==> src/rtl/seq_div_pkg.sv <==
// Shared types and helpers for the sequential restoring divider.
// abs_w works on a 64-bit container, so operand widths up to 64 bits are supported.
package seq_div_pkg;

  localparam int STATE_W = 3;
  localparam int ABS_W   = 64;

  typedef enum logic [STATE_W-1:0] {
    IDLE = 3'd0,
    PREP = 3'd1,
    CALC = 3'd2,
    FIX  = 3'd3,
    DONE = 3'd4
  } state_e;

  // Conditional two's-complement negate; callers truncate the result back to their width.
  function automatic logic [ABS_W-1:0] abs_w(input logic [ABS_W-1:0] x, input logic neg);
    logic [ABS_W-1:0] r;
    if (neg) begin
      r = ~x + ABS_W'(1'b1);
    end else begin
      r = x;
    end
    return r;
  endfunction

endpackage

==> src/rtl/div_step.sv <==
// One restoring-division iteration: shift in the next dividend bit, trial-subtract, restore on borrow.
module div_step #(
  parameter int WIDTH = 8
) (
  input  logic [WIDTH-1:0] rem,
  input  logic             quo_msb,
  input  logic [WIDTH-1:0] dvs,
  output logic [WIDTH-1:0] rem_next,
  output logic             q_bit
);

  logic [WIDTH:0] shifted_s;
  logic [WIDTH:0] diff_s;

  assign shifted_s = {rem, quo_msb};
  // The extra top bit of the subtraction acts as the borrow flag.
  assign diff_s    = shifted_s - {1'b0, dvs};
  assign q_bit     = ~diff_s[WIDTH];
  assign rem_next  = q_bit ? diff_s[WIDTH-1:0] : shifted_s[WIDTH-1:0];

endmodule

==> src/rtl/seq_div_ctrl.sv <==
// Multi-cycle signed/unsigned divider controller: valid/ready in, WIDTH restoring steps, valid/ready out.
// Signed results truncate toward zero; divide-by-zero yields all-ones quotient and the raw dividend.
module seq_div_ctrl
  import seq_div_pkg::*;
#(
  parameter  int WIDTH = 8,
  localparam int CNT_W = $clog2(WIDTH + 1)
) (
  input  logic             clk,
  input  logic             rst_n,
  input  logic             in_valid,
  output logic             in_ready,
  input  logic [WIDTH-1:0] dividend,
  input  logic [WIDTH-1:0] divisor,
  input  logic             is_signed,
  output logic             out_valid,
  input  logic             out_ready,
  output logic [WIDTH-1:0] quotient,
  output logic [WIDTH-1:0] remainder,
  output logic             div_by_zero
);

  state_e           state_r;
  state_e           state_n;
  logic [WIDTH-1:0] dividend_r;
  logic [WIDTH-1:0] divisor_r;
  logic [WIDTH-1:0] abs_dvs_r;
  logic [WIDTH-1:0] rem_r;
  logic [WIDTH-1:0] quo_r;
  logic [WIDTH-1:0] quotient_r;
  logic [WIDTH-1:0] remainder_r;
  logic [CNT_W-1:0] cnt_r;
  logic             signed_r;
  logic             neg_q_r;
  logic             neg_rem_r;
  logic             zero_r;
  logic             div_by_zero_r;
  logic             out_valid_r;
  logic             in_ready_r;

  logic             accept_s;
  logic             last_iter_s;
  logic             dvd_neg_s;
  logic             dvs_neg_s;
  logic             q_bit_s;
  logic [WIDTH-1:0] abs_dvd_s;
  logic [WIDTH-1:0] abs_dvs_s;
  logic [WIDTH-1:0] rem_next_s;
  logic [WIDTH-1:0] fix_q_s;
  logic [WIDTH-1:0] fix_r_s;

  assign accept_s    = in_valid & in_ready_r;
  assign last_iter_s = (cnt_r == CNT_W'(WIDTH - 1));
  assign dvd_neg_s   = signed_r & dividend_r[WIDTH-1];
  assign dvs_neg_s   = signed_r & divisor_r[WIDTH-1];
  // Most-negative operand negates to itself, which read as unsigned is the correct magnitude.
  assign abs_dvd_s   = WIDTH'(abs_w(ABS_W'(dividend_r), dvd_neg_s));
  assign abs_dvs_s   = WIDTH'(abs_w(ABS_W'(divisor_r), dvs_neg_s));
  assign fix_q_s     = zero_r ? {WIDTH{1'b1}} : WIDTH'(abs_w(ABS_W'(quo_r), neg_q_r));
  assign fix_r_s     = zero_r ? dividend_r : WIDTH'(abs_w(ABS_W'(rem_r), neg_rem_r));

  div_step #(.WIDTH(WIDTH)) u_step (
    .rem      (rem_r),
    .quo_msb  (quo_r[WIDTH-1]),
    .dvs      (abs_dvs_r),
    .rem_next (rem_next_s),
    .q_bit    (q_bit_s)
  );

  // Next-state decode for the division sequencer.
  always_comb begin
    state_n = state_r;
    case (state_r)
      IDLE: begin
        if (accept_s) begin
          state_n = PREP;
        end else begin
          state_n = IDLE;
        end
      end
      PREP: begin
        // Zero divisor still passes through FIX so every result is formatted in one place.
        if (divisor_r == {WIDTH{1'b0}}) begin
          state_n = FIX;
        end else begin
          state_n = CALC;
        end
      end
      CALC: begin
        if (last_iter_s) begin
          state_n = FIX;
        end else begin
          state_n = CALC;
        end
      end
      FIX:  state_n = DONE;
      DONE: begin
        if (out_ready) begin
          state_n = IDLE;
        end else begin
          state_n = DONE;
        end
      end
      default: state_n = IDLE;
    endcase
  end

  // State register and registered handshake flags.
  always_ff @(posedge clk or negedge rst_n) begin
    if (!rst_n) begin
      state_r     <= IDLE;
      in_ready_r  <= 1'b1;
      out_valid_r <= 1'b0;
    end else begin
      state_r     <= state_n;
      in_ready_r  <= (state_n == IDLE);
      out_valid_r <= (state_n == DONE);
    end
  end

  // Operand capture, iteration datapath and result registers.
  always_ff @(posedge clk or negedge rst_n) begin
    if (!rst_n) begin
      dividend_r    <= {WIDTH{1'b0}};
      divisor_r     <= {WIDTH{1'b0}};
      signed_r      <= 1'b0;
      abs_dvs_r     <= {WIDTH{1'b0}};
      rem_r         <= {WIDTH{1'b0}};
      quo_r         <= {WIDTH{1'b0}};
      cnt_r         <= {CNT_W{1'b0}};
      neg_q_r       <= 1'b0;
      neg_rem_r     <= 1'b0;
      zero_r        <= 1'b0;
      quotient_r    <= {WIDTH{1'b0}};
      remainder_r   <= {WIDTH{1'b0}};
      div_by_zero_r <= 1'b0;
    end else begin
      case (state_r)
        IDLE: begin
          if (accept_s) begin
            dividend_r    <= dividend;
            divisor_r     <= divisor;
            signed_r      <= is_signed;
            div_by_zero_r <= 1'b0;
          end
        end
        PREP: begin
          abs_dvs_r <= abs_dvs_s;
          quo_r     <= abs_dvd_s;
          rem_r     <= {WIDTH{1'b0}};
          cnt_r     <= {CNT_W{1'b0}};
          neg_q_r   <= dvd_neg_s ^ dvs_neg_s;
          neg_rem_r <= dvd_neg_s;
          zero_r    <= (divisor_r == {WIDTH{1'b0}});
        end
        CALC: begin
          rem_r <= rem_next_s;
          quo_r <= {quo_r[WIDTH-2:0], q_bit_s};
          cnt_r <= cnt_r + CNT_W'(1);
        end
        FIX: begin
          quotient_r    <= fix_q_s;
          remainder_r   <= fix_r_s;
          div_by_zero_r <= zero_r;
        end
        DONE: begin
          quotient_r <= quotient_r;
        end
        default: begin
          quotient_r <= quotient_r;
        end
      endcase
    end
  end

  assign in_ready    = in_ready_r;
  assign out_valid   = out_valid_r;
  assign quotient    = quotient_r;
  assign remainder   = remainder_r;
  assign div_by_zero = div_by_zero_r;

endmodule

==> config.mk <==
export PLATFORM = sky130hd
export DESIGN_NAME = seq_div_ctrl
export DESIGN_NICKNAME = d
export VERILOG_FILES = /design/src/rtl/seq_div_pkg.sv /design/src/rtl/div_step.sv /design/src/rtl/seq_div_ctrl.sv
export SDC_FILE = /design/constraint.sdc
export NUM_CORES = 1
export LEC_CHECK = 0
export BUFFER_PORTS_ARGS = -buffer_cell sky130_fd_sc_hd__buf_2
export CAP_MARGIN = 20
export CORE_MARGIN = 4
export CORE_UTILIZATION = 40
export CTS_BUF_LIST = sky130_fd_sc_hd__clkbuf_4 sky130_fd_sc_hd__clkbuf_8
export DETAILED_ROUTE_END_ITERATION = 10
export HOLD_SLACK_MARGIN = 0.06
export PLACE_DENSITY_LB_ADDON = 0.12
export RECOVER_POWER = 50
export SLEW_MARGIN = 20
export SYNTH_ARGS = -nofsm -noshare
export SYNTH_HDL_FRONTEND = slang
export SYNTH_SLANG_ARGS = --single-unit
==> constraint.sdc <==
create_clock -name clk -period 2.6 [get_ports clk]
set_input_delay 0.39 -clock clk [delete_from_list [all_inputs] [get_ports clk]]
set_output_delay 0.39 -clock clk [all_outputs]
set_load 0.05 [all_outputs]
======== Word level (Yosys, flattened, before mapping) ========
Cells that the tools add are included.
word-level totals
  memories kept ........................... 0
  output and inout port bits .............. 19
  memory bits (read-only) ................. 0
  bits of input ports ..................... 21
  RAM bits ................................ 0
  bits in latches ......................... 0
  word-level logic and storage cells ...... 62
  register bits ........................... 70
operators by class
  $lt $le $gt $ge ......................... 0
  equal/unequal tests ..................... 7
  multipliers ............................. 0
  muxes and demuxes ....................... 17
  $add $sub $neg .......................... 6
  reduce and logical (&&, ||, !) cells .... 7
  div/mod/pow operators ................... 0
  bitwise gates (word level) .............. 9
  shift-type cells ........................ 0
operators by type and width
  cell                                                              number
  8-bit 2-to-1 mux                                                  7
  8-bit by 1-bit adder with 8-bit output (second input constant)    4
  8-bit NOT                                                         4
  8-bit one-hot mux with 2 select lines                             2
  3-bit one-hot mux with 5 select lines                             1
  9-bit by 8-bit subtractor with 9-bit output                       1
  8-bit zero test                                                   1
  4-bit one-hot mux with 2 select lines                             1
  3-bit by 2-bit == test with 1-bit output (second input constant)  2
  3-bit == test (second input constant)                             2
  3-bit zero test                                                   2
  4-bit by 1-bit adder with 4-bit output (second input constant)    1
  4-bit by 3-bit == test with 1-bit output (second input constant)  1
  1-bit 2-to-1 mux                                                  4
  2-bit AND reduction                                               2
  2-bit nonzero test                                                2
  1-bit bitwise AND                                                 3
  3-bit by 1-bit == test with 1-bit output (second input constant)  1
  3-bit 2-to-1 mux                                                  1
  2-bit inequality test (second input constant)                     1
  1-bit one-hot mux with 2 select lines                             1
  1-bit NOT                                                         1
  1-bit XOR                                                         1

======== Depth between registers and ports, before layout ========
Gate-level depths: netlist (run 1).
  depth after elaboration ................. 4
  mapped depth ............................ 10
  mapped depth without buffers ............ 9

======== By module ========
Synthesis (run 1) repeated with hierarchy kept, for this count alone.
second synthesis, totals
  cell total of the unflattened synthesis .. 413
  area total of the unflattened synthesis .. 3970.1 µm²
by module, submodules not included
  module        times used  area each (µm²)  seq. area each (µm²)  cells each
  seq_div_ctrl  1           3484.6           1752.9                355
  div_step      1           485.5            0.0                   58

======== Least setup slack after synthesis (run 1) ========
No wires, ideal clock.
  path type ............................... register to register
  from .................................... register quo_r[7]
  to ...................................... register rem_r[7]
  path buffers ............................ 1
  setup time .............................. 133 ps
  period minus slack after synthesis ...... 2341 ps
  slack ................................... 259 ps
  data required time ...................... 2467 ps
  arrival time ............................ 2208 ps
  cell stages (with the launch flop) ...... 11
  cells stage by stage .................... dfrtp_1 inv_1 ha_1 inv_1 fa_1 a211oi_2 o211ai_1 a221o_1 buf_6 a32oi_1 o31ai_1
on the way
  cells in the longest elaborated chain, start to end .. 3
ends and longest elaborated chain
  what                                         line                 RTL
  start: declaration                           seq_div_ctrl.sv:29   logic [WIDTH-1:0] quo_r;
  start signal: assignment                     seq_div_ctrl.sv:129  quo_r <= {WIDTH{1'b0}};
  start signal: assignment                     seq_div_ctrl.sv:149  quo_r <= abs_dvd_s;
  start signal: assignment                     seq_div_ctrl.sv:158  quo_r <= {quo_r[WIDTH-2:0], q_bit_s};
  9-bit by 8-bit subtractor with 9-bit output  div_step.sv:17       assign diff_s = shifted_s - {1'b0, dvs};
  8-bit 2-to-1 mux                             div_step.sv:19       assign rem_next = q_bit ? diff_s[WIDTH-1:0] : shifted_s[WIDTH-1:0];
  8-bit one-hot mux with 2 select lines        seq_div_ctrl.sv:138  case (state_r)
  end signal: assignment                       seq_div_ctrl.sv:128  rem_r <= {WIDTH{1'b0}};
  end signal: assignment                       seq_div_ctrl.sv:150  rem_r <= {WIDTH{1'b0}};
  end signal: assignment                       seq_div_ctrl.sv:157  rem_r <= rem_next_s;
  end: declaration                             seq_div_ctrl.sv:28   logic [WIDTH-1:0] rem_r;
No other way between the ends.
A chain may end at the register's enable or synchronous reset.

======== Worst setup path in the final report (run 1) ========
Ends and elaborated chain as after synthesis.

==> run_results.csv, run 1 <==
group,metric,value,unit
critical_path,cpLargestDelayFamily,"compound AO/OA/AOI/OAI gates",
critical_path,cp_data_arrival_time,2630,ps
synth,yosysMostFrequentCell,"sky130_fd_sc_hd__dfrtp_1",
routing,post_drt_wl_per_cell,15.2,µm
synth,synthesis.instances,386,
critical_path,slowest_stage,"sky130_fd_sc_hd__fa_1",
clocking,ctsRootBufferMaster,"sky130_fd_sc_hd__clkbuf_8",
routing,route.vias.total,2883,
clocking,clk_pin_slew,70,ps
final_layout,final_core_utilization,47.3,%
critical_path,crit_buf_inv,3,
worst_hold_path,holdCritPathClass,"input port to register",
synth,async_s_r_ff_share_synth,100,%
final_layout,antenna_cells_inserted,0,
routing,drt-total-wl,8670,µm
synth,number_of_enable_flip_flop_cells_after_synthesis,0,
synth,yosysWarningCount,0,
synth,synth.ff_latch_count,70,
routing,drtAntennaViolNets,0,
synth,synth.largest_area_cell,"sky130_fd_sc_hd__dfrtp_1",
critical_path,cp.required,2790,ps
floorplanning,core.rowCount,35,
critical_path,worst_setup_path_startpoint,"quo_r[7]$_DFFE_PN0P_",
critical_path,reg2reg_slack,160,ps
synth,synth.area.top_cells,"sky130_fd_sc_hd__dfrtp_1 (46%), sky130_fd_sc_hd__o21ai_0 (5.2%), sky130_fd_sc_hd__nand2_1 (4.7%)",
critical_path,cp.depth,10,
power,pwr_density_cell,1500,nW/µm²
power,post-layout-total-power,6.58,mW
global_routing,grt_first_pass_wirelength,15100,µm
floorplanning,die-width,105,µm
final_layout,filler_cell_count_in_the_final_layout,940,
global_routing,antenna_found_initial,0,
global_routing,met2_usage,24.8,%
critical_path,worst_path_most_repeated_cell,"sky130_fd_sc_hd__inv_1",
job,drv_cap,0,
synth,syn-num-nets,421,
sta,setup-tns-final,0,ps
synth,syn_avg_cell_area,9.79,µm²
synth,synth.top_cell.area_share,45.7,%
synth,synth-seq-area-share,46.4,%
critical_path,crit_fanout,4,
sta,hold_violations,0,
clocking,cts_buffers,9,
routing,drt-pass1-iter-count,4,
routing,drc,0,
sta,max_freq,410,MHz
place,gp_congestion,0.839,
clocking,cts_sinks,70,
sta,min_period,2440,ps
final_layout,area_delta_synth_final,15.7,%
clocking,worst_skew_pair.late_latency,340,ps
final_layout,post_route_cells_drive_above_1_share,16.1,%
power,worst_supply_voltage_drop_on_vdd,0.582,mV
critical_path,critical_path.cell_chain,"inv_1 > ha_1 > inv_1 > fa_1 > a211oi_4 > o211ai_1 > a221o_1 > buf_4 > a32oi_1 > o31ai_1",
sta,report.final.setup_viol,0,
floorplanning,starting_density_of_the_core,40.9,%
clocking,cts-root-to-sink-buffers,2,
global_routing,grt_max_degree,27,
clocking,htree_num_levels,3,
final_layout,design.final.nets,470,
critical_path,crit_type,"register to register",
clocking,cts_tree,"done",
global_routing,groute.usage.overall,16.9,%
floorplanning,design.die.area,11100,µm²
critical_path,crit_path_max_incr_delay,440,ps
critical_path,reg2regPathDepth,10,
place,post-dp-hpwl,6480,µm
critical_path,endpoint,"rem_r[7]$_DFFE_PN0P_",
critical_path,rr_endpoint,"rem_r[7]$_DFFE_PN0P_",
global_routing,busiest_layer,"met1",
sta,setup_repair_after_global_routing_missed_its_margin,"no",
synth,yosys.cell_types.count,48,
sta,timing.clock.skew,10.3,ps
final_layout,footprint_of_the_multi_input_gates,1870,µm²
routing,route.detailed.vias_per_inst,5.07,
synth,synthFlopType,"sky130_fd_sc_hd__dfrtp_1",
power,leakagePower,1.95,nW
synth,synth_common_cells,"sky130_fd_sc_hd__dfrtp_1 (69), sky130_fd_sc_hd__nand2_1 (47), sky130_fd_sc_hd__o21ai_0 (39), sky130_fd_sc_hd__nor2_1 (24), sky130_fd_sc_hd__inv_1 (21)",
critical_path,startpoint_type,"register",
routing,drt_iter0_drc,138,
place,buffer_ports.inserted,39,
global_routing,overflow,0,
sta,slew_headroom,2.18,%
synth,post_synth_instance_area,3780,µm²
global_routing,groute.layer.met1.usage,25.3,%
floorplanning,die_h,105,µm
sta,slew_viol_final,0,
global_routing,grt_pass1_vias,2929,
sta,finalCritPeriodShare,93.9,%
floorplanning,design.portCount,40,
sta,worst_pin_slew,1470,ps
global_routing,globalRouteMet3Util,3.67,%
critical_path,launch_instance_of_the_worst_register_to_register_path,"quo_r[7]$_DFFE_PN0P_",
floorplanning,core_region_area,9240,µm²
final_layout,seqCellArea,1750,µm²
critical_path,end_kind,"register",
outcome,run_status,"finished clean",
[kinds of logic (layout without fill, tap and decap cells)]
kind of cell | count (synthesis) | after routing | synth area share, %
adders and majority gates | 14 | 14 | 4.83
AOI/OAI and AO/OA | 99 | 99 | 16.6
xor gates and xnor gates | 27 | 27 | 6.26
buffers and inverters | 37 | 91 | 3.94
and+or+nand+nor | 110 | 110 | 13.9
muxes | 29 | 29 | 8.18
DFF | 70 | 70 | 46.4
[area by class of cell]
type | instances | share of cell area, %
multi-input cells | 279 | 42.9
flip-flops and latches | 70 | 40.1
repair buffers | 54 | 6.24
well taps | 129 | 3.69
clock buffers | 11 | 3.46
clock inverters | 5 | 1.86
inverters | 21 | 1.80
[how the worst min path moves through the flow]
stage / start / end / cells after the start
global placement: rst_n / quo_r[4]$_DFFE_PN0P_ / 1
floorplan: rst_n / abs_dvs_r[0]$_DFFE_PN0P_ / 0
CTS: divisor[1] / divisor_r[1]$_DFFE_PN0P_ / 3
detailed placement: rst_n / quo_r[4]$_DFFE_PN0P_ / 1
finish: divisor[1] / divisor_r[1]$_DFFE_PN0P_ / 3
global route: dividend[0] / dividend_r[0]$_DFFE_PN0P_ / 3
[stage by stage]
| step | cell area [µm²] | hold WS [ps] | std cells | setup WS [ps] |
|---|---|---|---|---|
| after global routing | 4370 | 256 | 569 | 11.2 |
| final | 4370 | 252 | 569 | 158 |
| after floorplan | 3780 | 94.4 | 386 | 259 |
| after global placement | 4170 | 437 | 551 | 211 |
| after CTS | 4420 | 229 | 568 | 119 |
| after detailed placement | 4170 | 439 | 551 | 159 |
[timing repair]
action,CTS,global route
hold endpoints to repair,3,0
hold buffers,1,0
gates resized for setup,0,1
setup endpoints to repair,0,5
buffers inserted,0,1
[power by group]
part	switching, mW	total [mW]	internal (mW)
combinational	2.07	3.45	1.39
sequential	0.535	2.11	1.58
clock	0.420	1.01	0.593
[routing by layer]
| metal | routed length, µm | vias up |
|---|---|---|
| met3 | 350 | 5 |
| met1 | 4380 | 1372 |
| met2 | 3890 | 47 |
| met5 | 0 | - |
| li1 | - | 1459 |
| met4 | 62 | 0 |
[tightest hold or removal path: stages]
cell and delay (ps):
sky130_fd_sc_hd__buf_2 70, sky130_fd_sc_hd__nand2_1 30, sky130_fd_sc_hd__o21ai_0 50
[state kept, by name, indices dropped and copies added (netlist names)]
name and count:
abs_dvs_r 8, cnt_r 4, div_by_zero 1, dividend_r 8
divisor_r 8, in_ready 1, neg_q_r 1, neg_rem_r 1
out_valid 1, quo_r 8, quotient 8, rem_r 8
remainder 8, signed_r 1, state_r 3, zero_r 1
[cell usage in the layout, fill, tap and decap left out, types with 5 or more instances in the layout]
| cell type | synthesis | final |
|---|---|---|
| sky130_fd_sc_hd__o21ai_1 | 5 | 5 |
| sky130_fd_sc_hd__o21ai_0 | 39 | 39 |
| sky130_fd_sc_hd__mux2i_1 | 14 | 14 |
| sky130_fd_sc_hd__ha_1 | 13 | 13 |
| sky130_fd_sc_hd__clkbuf_1 | 13 | 22 |
| sky130_fd_sc_hd__dfrtp_1 | 69 | 69 |
| sky130_fd_sc_hd__xnor2_1 | 15 | 15 |
| sky130_fd_sc_hd__nor2_1 | 24 | 24 |
| sky130_fd_sc_hd__a21oi_1 | 18 | 18 |
| sky130_fd_sc_hd__mux2_2 | 15 | 15 |
| sky130_fd_sc_hd__nor2b_1 | 8 | 8 |
| sky130_fd_sc_hd__nand3_1 | 5 | 5 |
| sky130_fd_sc_hd__nor3_1 | 9 | 9 |
| sky130_fd_sc_hd__inv_1 | 21 | 21 |
| sky130_fd_sc_hd__clkbuf_8 | 0 | 11 |
| sky130_fd_sc_hd__o31ai_1 | 5 | 5 |
| sky130_fd_sc_hd__buf_4 | 0 | 9 |
| sky130_fd_sc_hd__nand2_1 | 47 | 47 |
| sky130_fd_sc_hd__a22oi_1 | 8 | 8 |
| sky130_fd_sc_hd__buf_2 | 2 | 20 |
| sky130_fd_sc_hd__xor2_1 | 12 | 12 |
No activity file was read; power rests on OpenSTA's default activity.
==> inputs of run 2 (changes only) <==
--- a/config.mk
+++ b/config.mk
@@ -8,7 +8,7 @@
 export BUFFER_PORTS_ARGS = -buffer_cell sky130_fd_sc_hd__buf_2
 export CAP_MARGIN = 20
 export CORE_MARGIN = 4
-export CORE_UTILIZATION = 40
+export CORE_UTILIZATION = 45
 export CTS_BUF_LIST = sky130_fd_sc_hd__clkbuf_4 sky130_fd_sc_hd__clkbuf_8
 export DETAILED_ROUTE_END_ITERATION = 10
 export HOLD_SLACK_MARGIN = 0.06
==> run 2 against run 1 <==
Worst hold slack got worse by 8.4 ps. Clock skew rose by 2.9 ps. Sequential power barely moved. Critical path depth did not move. Count of clock-buffer cells in the layout did not move.
==> run_results.csv, run 2 (synthesized netlist as in run 1, its figures left out) <==
group,metric,value,unit
floorplanning,design.portCount,40,
clocking,cts_setup_buffers,0,
global_routing,overflow,0,
outcome,run_status,"finished clean",
sta,finalCritPeriodShare,92.9,%
place,buffer_ports.inserted,39,
power,pwr_density_cell,1510,nW/µm²
sta,timing.clock.skew,13.2,ps
routing,drt_iter0_drc,118,
final_layout,antenna_cells_inserted,0,
clocking,cts_tree,"done",
routing,route.vias.total,2889,
floorplanning,core_region_area,8180,µm²
sta,max_freq,414,MHz
place,place_inst,525,
floorplanning,starting_density_of_the_core,46.2,%
final_layout,mostFrequentLayoutCell,"sky130_fd_sc_hd__dfrtp_1",
critical_path,launch_instance_of_the_worst_register_to_register_path,"quo_r[7]$_DFFE_PN0P_",
clocking,htree_num_levels,3,
sta,slew_headroom,9.85,%
power,power.share.sequential,32.2,%
power,power_frac_clock,15.6,%
critical_path,end_kind,"register",
critical_path,cp_data_arrival_time,2640,ps
sta,hold-worst-slack,243,ps
final_layout,post_route_cells_drive_above_1_share,18.1,%
final_layout,filler_cell_count_in_the_final_layout,770,
clocking,cts_sinks,70,
critical_path,crit_type,"register to register",
sta,slew_viol_final,0,
clocking,ctsRootBufferMaster,"sky130_fd_sc_hd__clkbuf_8",
floorplanning,design.die.area,9930,µm²
final_layout,layout_common_cells,"sky130_fd_sc_hd__dfrtp_1 (69), sky130_fd_sc_hd__nand2_1 (47), sky130_fd_sc_hd__o21ai_0 (39)",
clocking,clk_pin_slew,80,ps
critical_path,reg2regPathDepth,10,
power,combinational_share_of_power,52.3,%
global_routing,grt_max_degree,32,
sta,setup-tns-final,0,ps
routing,post_drt_wl_per_cell,15.6,µm
routing,drc,0,
sta,report.final.setup_viol,0,
floorplanning,core.rowCount,33,
routing,route.detailed.vias_per_inst,5.33,
place,gp_congestion,0.814,
global_routing,groute.usage.overall,18.2,%
sta,min_period,2420,ps
place,post-dp-hpwl,6200,µm
power,net_switching_power_of_the_design,3.01,mW
final_layout,final_core_utilization,53.2,%
routing,drt-total-wl,8430,µm
power,worst_supply_voltage_drop_on_vdd,0.610,mV
final_layout,area_delta_synth_final,15.2,%
worst_hold_path,holdCritPathClass,"input port to register",
clocking,cts-root-to-sink-buffers,2,
sta,setup_repair_after_global_routing_missed_its_margin,"no",
worst_hold_path,worstHoldPathCells,3,
critical_path,crit_fanout,9,
critical_path,worst_setup_path_startpoint,"quo_r[7]$_DFFE_PN0P_",
global_routing,antenna_found_initial,0,
clocking,cts_buffers,9,
final_layout,fin_cells,542,
routing,drtAntennaViolNets,0,
power,switching_share,45.8,%
global_routing,grt_first_pass_wirelength,14200,µm
clocking,worst_skew_pair.late_latency,350,ps
power,leakagePower,1.97,nW
routing,drt-pass1-iter-count,4,
floorplanning,die_h,99.7,µm
floorplanning,die-width,99.7,µm
job,drv_cap,0,
global_routing,grt_pass1_vias,2771,
critical_path,startpoint_type,"register",
sta,worst_pin_slew,1350,ps
worst_hold_path,hp-start,"divisor[1]",
final_layout,seqCellArea,1750,µm²
sta,hold_violations,0,
final_layout,footprint_of_the_multi_input_gates,1880,µm²
critical_path,cp.required,2830,ps
final_layout,design.final.nets,467,
power,p_int,3.56,mW
## run 2: routing by layer
metal	vias up	track usage, %	wire length [µm]
met1	1368	26.4	4270
met3	11	3.51	292
met2	54	27.2	3730
li1	1456	-	-
met5	-	0	0
met4	0	6.62	132
## run 2: final cells by class
class	count	area share, %
multi-input cells	279	43.2
flip-flops and latches	70	40.3
clock inverters	5	1.87
well taps	105	3.02
inverters	21	1.81
clock buffers	11	3.48
repair buffers	51	6.38
## run 2: power groups by stage
stage / registers, mW / logic [mW] / clock network (mW)
after floorplan: 2.40 / 2.31 / 0
after CTS: 2.12 / 3.47 / 1.05
final: 2.11 / 3.43 / 1.02
after detailed placement: 2.14 / 3.46 / 0
after global routing: 2.20 / 3.82 / 1.10
after global placement: 2.12 / 3.39 / 0
## run 2: timing repair
| action | 4_1_cts | 5_1_grt |
|---|---|---|
| endpoints found under the setup margin | 0 | 1 |
| hold buffers | 1 | 0 |
| endpoints found under the hold margin | 20 | 0 |
| resized for setup | 0 | 1 |
## run 2: through the flow
stage / total power [mW] / cell area [µm²] / worst slack (ps)
2_1_floorplan: 4.71 / 3780 / 259
3_5_place_dp: 5.59 / 4140 / 184
6_report: 6.57 / 4350 / 184
3_3_place_gp: 5.52 / 4140 / 242
4_1_cts: 6.65 / 4380 / 161
5_1_grt: 7.11 / 4350 / 3.64
## run 2: worst paths after layout
kind | to | slack [ps]
worst max-delay path | rem_r[5]$_DFFE_PN0P_ | 180
worst min-delay path | divisor_r[1]$_DFFE_PN0P_ | 240
worst max register to register | rem_r[5]$_DFFE_PN0P_ | 180
worst min register to register | abs_dvs_r[5]$_DFFE_PN0P_ | 480
max in group asynchronous | remainder[4]$_DFFE_PN0P_ | 580
min in group asynchronous | abs_dvs_r[2]$_DFFE_PN0P_ | 880
## run 2: worst max-delay path: stages, from the launching register on
cell and delay [ps]:
sky130_fd_sc_hd__dfrtp_1 380, sky130_fd_sc_hd__inv_1 60, sky130_fd_sc_hd__ha_1 150, sky130_fd_sc_hd__inv_1 60, sky130_fd_sc_hd__fa_1 450, sky130_fd_sc_hd__a211oi_4 280, sky130_fd_sc_hd__o211ai_1 130, sky130_fd_sc_hd__a221o_1 350
sky130_fd_sc_hd__buf_4 180, sky130_fd_sc_hd__a32oi_1 190, sky130_fd_sc_hd__o21ai_1 80
==> inputs of run 3 (changes only) <==
==> constraint.sdc (replaced) <==
create_clock -name clk -period 2.62 [get_ports clk]
set_input_delay 0.393 -clock clk [delete_from_list [all_inputs] [get_ports clk]]
set_output_delay 0.393 -clock clk [all_outputs]
set_load 0.05 [all_outputs]
==> run 3 against run 2 <==
Clock skew is 0.81 ps higher. Wire length is 0.20% higher. Setup slack worse by 12 ps. Via count is 1.2% higher. Global-route usage is 0.46 points lower. Sequential power hardly changed. Power is 4.0% lower.
==> run_results.csv, run 3 (synthesized netlist as in run 1, its figures left out) <==
group,metric,value,unit
outcome,run_status,"finished clean",
global_routing,antenna_found_initial,0,
floorplanning,starting_density_of_the_core,46.2,%
floorplanning,die_h,99.7,µm
routing,route.vias.total,2923,
clocking,ctsRootBufferMaster,"sky130_fd_sc_hd__clkbuf_8",
global_routing,grt_max_degree,32,
sta,setup_repair_after_global_routing_missed_its_margin,"no",
clocking,htree_num_levels,3,
global_routing,grt_first_pass_wirelength,13900,µm
critical_path,crit_buf_inv,2,
critical_path,startpoint_type,"register",
floorplanning,core.rowCount,33,
place,post-place-ws,110,ps
critical_path,cp_data_arrival_time,2650,ps
clocking,worst_skew_pair.late_latency,340,ps
final_layout,design.final.nets,465,
routing,drt-total-wl,8450,µm
critical_path,worst_path_most_repeated_cell,"sky130_fd_sc_hd__inv_1",
critical_path,critical_path.cell_chain,"inv_1 > ha_1 > inv_1 > fa_1 > a211oi_2 > o211ai_1 > a221o_2 > a32oi_1 > o31ai_1",
critical_path,slowest_stage,"sky130_fd_sc_hd__a221o_2",
floorplanning,design.portCount,40,
place,place_inst,523,
sta,hold_violations,0,
place,buffer_ports.inserted,39,
clocking,clk_pin_slew,80,ps
critical_path,cp.required,2820,ps
final_layout,mostFrequentLayoutCell,"sky130_fd_sc_hd__dfrtp_1",
final_layout,antenna_cells_inserted,0,
routing,drtAntennaViolNets,0,
final_layout,final_core_utilization,52.5,%
global_routing,grt_pass1_vias,2826,
routing,route.detailed.vias_per_inst,5.41,
sta,report.final.setup_viol,0,
clocking,cts_tree,"done",
clocking,cts_buffers,9,
floorplanning,die-width,99.7,µm
routing,drc,0,
critical_path,crit_type,"register to register",
power,worst_supply_voltage_drop_on_vdd,0.656,mV
final_layout,post_route_cells_drive_above_1_share,15.9,%
place,post-dp-hpwl,6220,µm
sta,max_freq,408,MHz
final_layout,fin_cells,540,
sta,postLayoutSetupSlackWorst,172,ps
final_layout,layout_common_cells,"sky130_fd_sc_hd__dfrtp_1 (69), sky130_fd_sc_hd__nand2_1 (47), sky130_fd_sc_hd__o21ai_0 (39)",
floorplanning,design.die.area,9930,µm²
job,drv_cap,0,
critical_path,crit_path_max_incr_delay,510,ps
sta,setup-tns-final,0,ps
clocking,cts-root-to-sink-buffers,2,
critical_path,cpLargestDelayFamily,"compound AO/OA/AOI/OAI gates",
sta,worst_pin_slew,1350,ps
sta,timing.clock.skew,14.0,ps
global_routing,groute.usage.overall,17.7,%
worst_hold_path,holdCritPathClass,"input port to register",
sta,slew_viol_final,0,
routing,drt_iter0_drc,193,
sta,finalCritPeriodShare,93.4,%
critical_path,crit_fanout,12,
routing,drt-pass1-iter-count,5,
critical_path,end_kind,"register",
power,leakagePower,1.92,nW
routing,post_drt_wl_per_cell,15.6,µm
final_layout,area_delta_synth_final,13.6,%
sta,min_period,2450,ps
power,pwr_density_cell,1470,nW/µm²
clocking,cts_sinks,70,
place,gp_congestion,0.846,
global_routing,overflow,0,
floorplanning,core_region_area,8180,µm²
sta,slew_headroom,10.2,%
run 3: cell count changes in the layout (fill, tap and decap cells not counted):
| cell | change |
|---|---|
| sky130_fd_sc_hd__a211oi_2 | +1 |
| sky130_fd_sc_hd__a211oi_4 | -1 |
| sky130_fd_sc_hd__a221o_1 | -1 |
| sky130_fd_sc_hd__a221o_2 | +1 |
| sky130_fd_sc_hd__buf_2 | -8 |
| sky130_fd_sc_hd__buf_4 | -2 |
| sky130_fd_sc_hd__bufinv_16 | -1 |
| sky130_fd_sc_hd__clkbuf_1 | +8 |
| sky130_fd_sc_hd__clkbuf_4 | +1 |
| sky130_fd_sc_hd__clkbuf_8 | -1 |
| sky130_fd_sc_hd__clkinvlp_4 | +1 |
| sky130_fd_sc_hd__dfstp_1 | +1 |
| sky130_fd_sc_hd__dfstp_2 | -1 |
run 3: layout make-up:
class	count	area [µm²]
fillers	782	3880
repair buffers	49	253
flip-flops and latches	70	1750
multi-input cells	279	1870
inverters	21	78.8
clock buffers	11	145
well taps	105	131
clock inverters	5	58.8
run 3: path summary, 6_finish.rpt:
check	end	start	depth (start not counted)	slack, ps
worst max-delay path	rem_r[7]$_DFFE_PN0P_	quo_r[7]$_DFFE_PN0P_	9	170
worst min-delay path	divisor_r[1]$_DFFE_PN0P_	divisor[1]	3	260
worst max register to register	rem_r[7]$_DFFE_PN0P_	quo_r[7]$_DFFE_PN0P_	9	170
worst min register to register	abs_dvs_r[4]$_DFFE_PN0P_	abs_dvs_r[4]$_DFFE_PN0P_	2	480
max in group asynchronous	out_valid$_DFF_PN0_	rst_n	3	600
min in group asynchronous	abs_dvs_r[2]$_DFFE_PN0P_	rst_n	2	880
run 3: timing repair:
| item | 4_1_cts | 5_1_grt |
|---|---|---|
| endpoints found under the hold margin | 13 | 0 |
| hold buffers | 1 | 0 |
| buffers inserted | 0 | 0 |
| gates resized for setup | 0 | 1 |
| endpoints found under the setup margin | 0 | 5 |
run 3: worst register-to-register path, cell delays in order, from the launching register on:
cell and delay [ps]:
sky130_fd_sc_hd__dfrtp_1 380, sky130_fd_sc_hd__inv_1 60, sky130_fd_sc_hd__ha_1 140, sky130_fd_sc_hd__inv_1 50, sky130_fd_sc_hd__fa_1 410, sky130_fd_sc_hd__a211oi_2 310, sky130_fd_sc_hd__o211ai_1 150, sky130_fd_sc_hd__a221o_2 510
sky130_fd_sc_hd__a32oi_1 230, sky130_fd_sc_hd__o31ai_1 90
run 3: through the flow:
| stage | total power, mW | hold slack, ps | area (µm²) |
|---|---|---|---|
| 6_report | 6.31 | 263 | 4290 |
| 4_1_cts | 6.41 | 244 | 4340 |
| 3_5_place_dp | 5.51 | 425 | 4130 |
| 5_1_grt | 6.82 | 264 | 4290 |
| 3_3_place_gp | 5.42 | 425 | 4130 |
| 2_1_floorplan | 4.67 | 97.4 | 3780 |
run 3: power breakdown:
part	leakage [nW]	internal (mW)	switching [mW]
registers	0.881	1.56	0.534
clock network	0.0990	0.477	0.412
logic	0.939	1.30	2.02
run 3: layer usage:
| layer | vias to the layer above | part of all wire (%) | track usage, % |
|---|---|---|---|
| li1 | 1450 | - | - |
| met1 | 1396 | 50 | 25.6 |
| met2 | 67 | 45 | 27.4 |
| met3 | 10 | 3.3 | 3.16 |
| met4 | 0 | 1.2 | 5.36 |
| met5 | - | 0 | 0 |
